File: src/rtl/mem_pkg.sv
// Shared types and constants for the memory-stage SRAM access path.
// Used by the SRAM controller and the reusable phase counter.
package mem_pkg;

  localparam int SRAM_ADDR_W = 18;
  localparam int SRAM_DATA_W = 16;
  localparam logic [31:0] DEFAULT_BASE_ADDR = 32'd1024;

  typedef enum logic [1:0] {
    IDLE,
    LOW,
    HIGH,
    DONE
  } state_t;

endpackage

File: src/rtl/phase_counter.sv
// Wait-state counter: counts 0..LIMIT-1 while enabled, wraps to 0 after the
// terminal count, and flags the terminal cycle combinationally.
module phase_counter #(
  parameter int LIMIT = 3,
  localparam int CW = (LIMIT > 1) ? $clog2(LIMIT) : 1
) (
  input  logic          clk,
  input  logic          rst,
  input  logic          clr,
  input  logic          en,
  output logic [CW-1:0] count,
  output logic          terminal
);

  assign terminal = (count == CW'(LIMIT - 1));

  always_ff @(posedge clk) begin
    if (rst || clr) begin
      count <= '0;
    end else if (en) begin
      count <= terminal ? '0 : count + 1'b1;
    end
  end

endmodule

File: src/rtl/mem_sram_controller.sv
// Splits one 32-bit MEM-stage load/store into two 16-bit SRAM phases with
// programmable wait states; ready low freezes the pipeline meanwhile.
module mem_sram_controller
  import mem_pkg::*;
#(
  parameter logic [31:0] BASE_ADDR     = DEFAULT_BASE_ADDR,
  parameter int          ACCESS_CYCLES = 3
) (
  input  logic                   clk,
  input  logic                   rst,
  input  logic                   wr_en,
  input  logic                   rd_en,
  input  logic [31:0]            address,
  input  logic [31:0]            write_data,
  output logic [31:0]            read_data,
  output logic                   ready,
  output logic [SRAM_ADDR_W-1:0] sram_addr,
  output logic                   sram_we_n,
  output logic [SRAM_DATA_W-1:0] sram_dq_out,
  output logic                   sram_dq_oe,
  input  logic [SRAM_DATA_W-1:0] sram_dq_in
);

  localparam int CW = (ACCESS_CYCLES > 1) ? $clog2(ACCESS_CYCLES) : 1;

  state_t      state_reg, state_next;
  logic        op_write_reg;
  logic [16:0] word_addr_reg;
  logic [31:0] data_reg;
  logic        request;
  logic        phase_active;
  logic        phase_last;
  logic [CW-1:0] phase_count;
  logic [18:0] eff_low;
  logic        unused_bits;

  // Only eff[18:2] reaches the SRAM, and the low bits of a modular
  // subtraction depend only on the low bits of its operands.
  assign eff_low     = address[18:0] - BASE_ADDR[18:0];
  assign unused_bits = ^{address[31:19], eff_low[1:0], phase_count};

  assign request      = rd_en | wr_en;
  assign phase_active = (state_reg == LOW) || (state_reg == HIGH);

  phase_counter #(
    .LIMIT(ACCESS_CYCLES)
  ) u_phase_counter (
    .clk     (clk),
    .rst     (rst),
    .clr     (state_reg == IDLE),
    .en      (phase_active),
    .count   (phase_count),
    .terminal(phase_last)
  );

  always_comb begin
    state_next  = state_reg;
    ready       = 1'b0;
    sram_addr   = '0;
    sram_we_n   = 1'b1;
    sram_dq_out = '0;
    sram_dq_oe  = 1'b0;
    case (state_reg)
      IDLE: begin
        ready = ~request;
        if (request) state_next = LOW;
      end
      LOW: begin
        sram_addr = {word_addr_reg, 1'b0};
        if (op_write_reg) begin
          sram_we_n   = 1'b0;
          sram_dq_oe  = 1'b1;
          sram_dq_out = data_reg[15:0];
        end
        if (phase_last) state_next = HIGH;
      end
      HIGH: begin
        sram_addr = {word_addr_reg, 1'b1};
        if (op_write_reg) begin
          sram_we_n   = 1'b0;
          sram_dq_oe  = 1'b1;
          sram_dq_out = data_reg[31:16];
        end
        if (phase_last) state_next = DONE;
      end
      DONE: begin
        // The pipeline consumes the request this cycle, so inputs are ignored.
        ready      = 1'b1;
        state_next = IDLE;
      end
      default: state_next = IDLE;
    endcase
  end

  always_ff @(posedge clk) begin
    if (rst) begin
      state_reg     <= IDLE;
      op_write_reg  <= 1'b0;
      word_addr_reg <= '0;
      data_reg      <= '0;
      read_data     <= '0;
    end else begin
      state_reg <= state_next;
      if (state_reg == IDLE && request) begin
        op_write_reg  <= wr_en;
        word_addr_reg <= eff_low[18:2];
        data_reg      <= write_data;
      end
      if (!op_write_reg && phase_last) begin
        if (state_reg == LOW)  read_data[15:0]  <= sram_dq_in;
        if (state_reg == HIGH) read_data[31:16] <= sram_dq_in;
      end
    end
  end

endmodule

File: config.mk
export PLATFORM = sky130hd
export DESIGN_NAME = mem_sram_controller
export DESIGN_NICKNAME = d
export VERILOG_FILES = /design/src/rtl/mem_pkg.sv /design/src/rtl/phase_counter.sv /design/src/rtl/mem_sram_controller.sv
export SDC_FILE = /design/constraint.sdc
export NUM_CORES = 1
export LEC_CHECK = 0
export CORE_ASPECT_RATIO = 2
export CORE_UTILIZATION = 62
export DETAILED_ROUTE_END_ITERATION = 6
export DONT_BUFFER_PORTS = 1
export GPL_ROUTABILITY_DRIVEN = 0
export PLACE_DENSITY_LB_ADDON = 0.2
export SLEW_MARGIN = 0
export SYNTH_ARGS = -nofsm -noshare
export SYNTH_HDL_FRONTEND = slang
export SYNTH_SLANG_ARGS = --single-unit
File: constraint.sdc
create_clock -name clk -period 2.3 [get_ports clk]
set_input_delay 0.46 -clock clk [delete_from_list [all_inputs] [get_ports clk]]
set_output_delay 0.46 -clock clk [all_outputs]
set_load 0.02 [all_outputs]
==> metrics.yaml, run 1 <==
status: "finished, final reports clean"
path_cells: "inv_1, ha_4, inv_1, nor2_1, buf_6, and2_2"
netlist_top_cells_count: "nand2_1 (151), dfxtp_1 (86), a21oi_1 (75)"
yosysTopAreaCell: "dfxtp_1"
grt_usage_pct: 26.8
fmax_mhz: 449
cpPeakStageDelay_ns: 0.38
cp.buffers_inverters: 3
hold_slack_ns: 0.173
yosysSeqAreaShare_pct: 49.0
synth_seq_cells: 86
worst_setup_path_start_kind: "register"
highest_layer: "met4"
synthCells: 458
n_antenna_cell: 0
syn_avg_cell_area_um2: 7.67
synth_nets: 547
dp_hpwl_mm: 5.31
max-vdd-ir-drop_mv: 0.992
drcViolationCount: 0
layout-drive-gt1-share_pct: 13.8
m1WireLength_mm: 2.91
cp_top_family: "flip-flops"
grt-ovfl-total: 0
crit_path_max_fanout: 17
detail-route-antenna-nets: 0
async_flop_share_pct: 0
cts_tree: "built"
drt-wirelength-per-cell_um: 15.3
area_growth_pct: 10.2
cts_hold_buf: 0
p_per_area_mw_per_mm2: 1090
required_ns: 1.84
antenna_found_initial: 0
synth.distinct_cells: 28
maxCapViolations: 0
final_nets: 547
clock-sinks: 86
finalSetupViolations: 0
initial_core_util_pct: 64.8
synth-edff-count: 0
fin_util_pct: 71.4
worst_path_max_delay_cell: "dfxtp_1"
synth_top_area_share_pct: 49.0
portBuffers: 0
wl_met2_mm: 4.33
syn_area_mm2: 0.00351
wl_met3_um: 619
fin_skew_ns: 0.00406
synthTopCellsByArea: "dfxtp_1 (49%), nand2_1 (16%), a21oi_1 (11%)"
report.final.slew_viol_count: 0
yosys_warnings: 0
grt_pass1_wl_mm: 12.8
yosys_most_used_dff: "dfxtp_1"
fin_crit_ns: 2.23
post-route-period-util_pct: 96.9
dieArea_mm2: 0.00599
crit_type: "register to output port"
path_clk_slew_ns: 0.08
num_vias: 3034
cts_max_level: 3
grt_setup_unrepaired: "true"
core_mm2: 0.00542
tightest_slew_ns: 0.622
ioPinCount: 153
drtIter0Drc: 154
grt_max_degree: 87
wl_mm: 8.02
hold_viol_final: 0
clk_path_buf_depth: 2
relSlewSlack_pct: 58.6
hold_path.class: "primary input to register"
rows: 38
die-width_um: 55.2
grt_pass1_vias: 2822
p_leak_uw: 0.00141
dr.pass1.iters: 4
cp-end-kind: "output port"
die_h_um: 108
clkLatencyLatePin_ns: 0.35
cts_root_buf: "clkbuf_8"
arrival_ns: 1.77
path_common_cell: "inv_1"
vias_per_cell: 5.80
cts_buffers: 9
synth_most_common_cell: "nand2_1"
path summary, 6_finish.rpt:
path	from	to	slack, ns	cells after the start
worst min-delay path	rst	read_data[18]	0.17	1
worst min register to register	word_addr_reg[6]	word_addr_reg[6]	0.45	2
worst max-delay path	state_reg[1]	sram_addr[3]	0.07	6
worst max register to register	state_reg[1]	read_data[6]	0.40	6
through the flow:
stage / TNS, ns / power, uW / cell area [um2] / instances / setup WS [ns]
final: 0 / 4220 / 3870 / 523 / 0.0707
after detailed placement: 0 / 3260 / 3640 / 507 / 0.347
after floorplan: 0 / 2940 / 3510 / 458 / 0.0475
after CTS: 0 / 4200 / 3840 / 523 / 0.00749
after global routing: -0.249 / 4500 / 3870 / 523 / -0.0231
after global placement: 0 / 3210 / 3640 / 507 / 0.378
logic make-up after synthesis:
logic type,after synthesis,share of synthesized area [%]
xor+xnor,6,1.50
mux,1,0.285
compound gates,104,17.2
buf+inv,39,4.38
simple gates,217,25.9
fa+ha+maj,5,1.78
flops,86,49.0
report_power, final:
part	switching [uW]	internal (uW)	leakage (uW)
logic	920	511	0.000625
registers	147	1740	0.000703
clock network	478	423	0.0000817
per-layer routing:
metal	GRT usage, %	vias up
met3	7.66	16
met1	28.1	1390
met5	0	-
li1	-	1495
met4	12.7	0
met2	48.5	133
final cells by class:
cell class	count	area, um2
flip-flops and latches	86	1720
clock buffers	15	156
inverters	6	22.5
fillers	427	1550
multi-input cells	333	1700
well taps	60	75.1
repair buffers	22	185
clock inverters	1	5.00
layout by cell type (no fill, tap or decap), drive strengths merged:
cell / count
clkbuf: 15
buf: 22
nor3: 5
nor2: 33
xnor2: 5
nand3b: 1
nor4: 1
inv: 6
dfxtp: 86
nor2b: 3
clkinv: 1
or4: 1
ha: 5
nor3b: 1
nand2b: 2
a22oi: 16
a311oi: 1
a21oi: 75
xor2: 1
o21ai: 1
mux2i: 1
o2bb2ai: 1
nand2: 151
and2: 19
a211oi: 10
what timing repair did:
action | in CTS | in global routing
endpoints found under the setup margin | 17 | 26
pin swaps | 0 | 0
gates resized for setup | 18 | 9
setup buffers | 0 | 0
Power figures use the tool's default switching activity.
==> run 2: changes to the inputs <==
--- a/config.mk
+++ b/config.mk
@@ -7,6 +7,7 @@
 export LEC_CHECK = 0
 export CORE_ASPECT_RATIO = 2
 export CORE_UTILIZATION = 62
+export CTS_CLUSTER_SIZE = 16
 export DETAILED_ROUTE_END_ITERATION = 6
 export DONT_BUFFER_PORTS = 1
 export GPL_ROUTABILITY_DRIVEN = 0
==> results of run 2 <==
No change in the layout: final DEF, timing and power equal those of run 1.
==> run 3: changes to the inputs <==
--- a/config.mk
+++ b/config.mk
@@ -5,6 +5,7 @@
 export SDC_FILE = /design/constraint.sdc
 export NUM_CORES = 1
 export LEC_CHECK = 0
+export CAP_MARGIN = 20
 export CORE_ASPECT_RATIO = 2
 export CORE_UTILIZATION = 62
 export CTS_CLUSTER_SIZE = 16
==> results of run 3 <==
No change in the layout: final DEF, timing and power equal those of run 1.
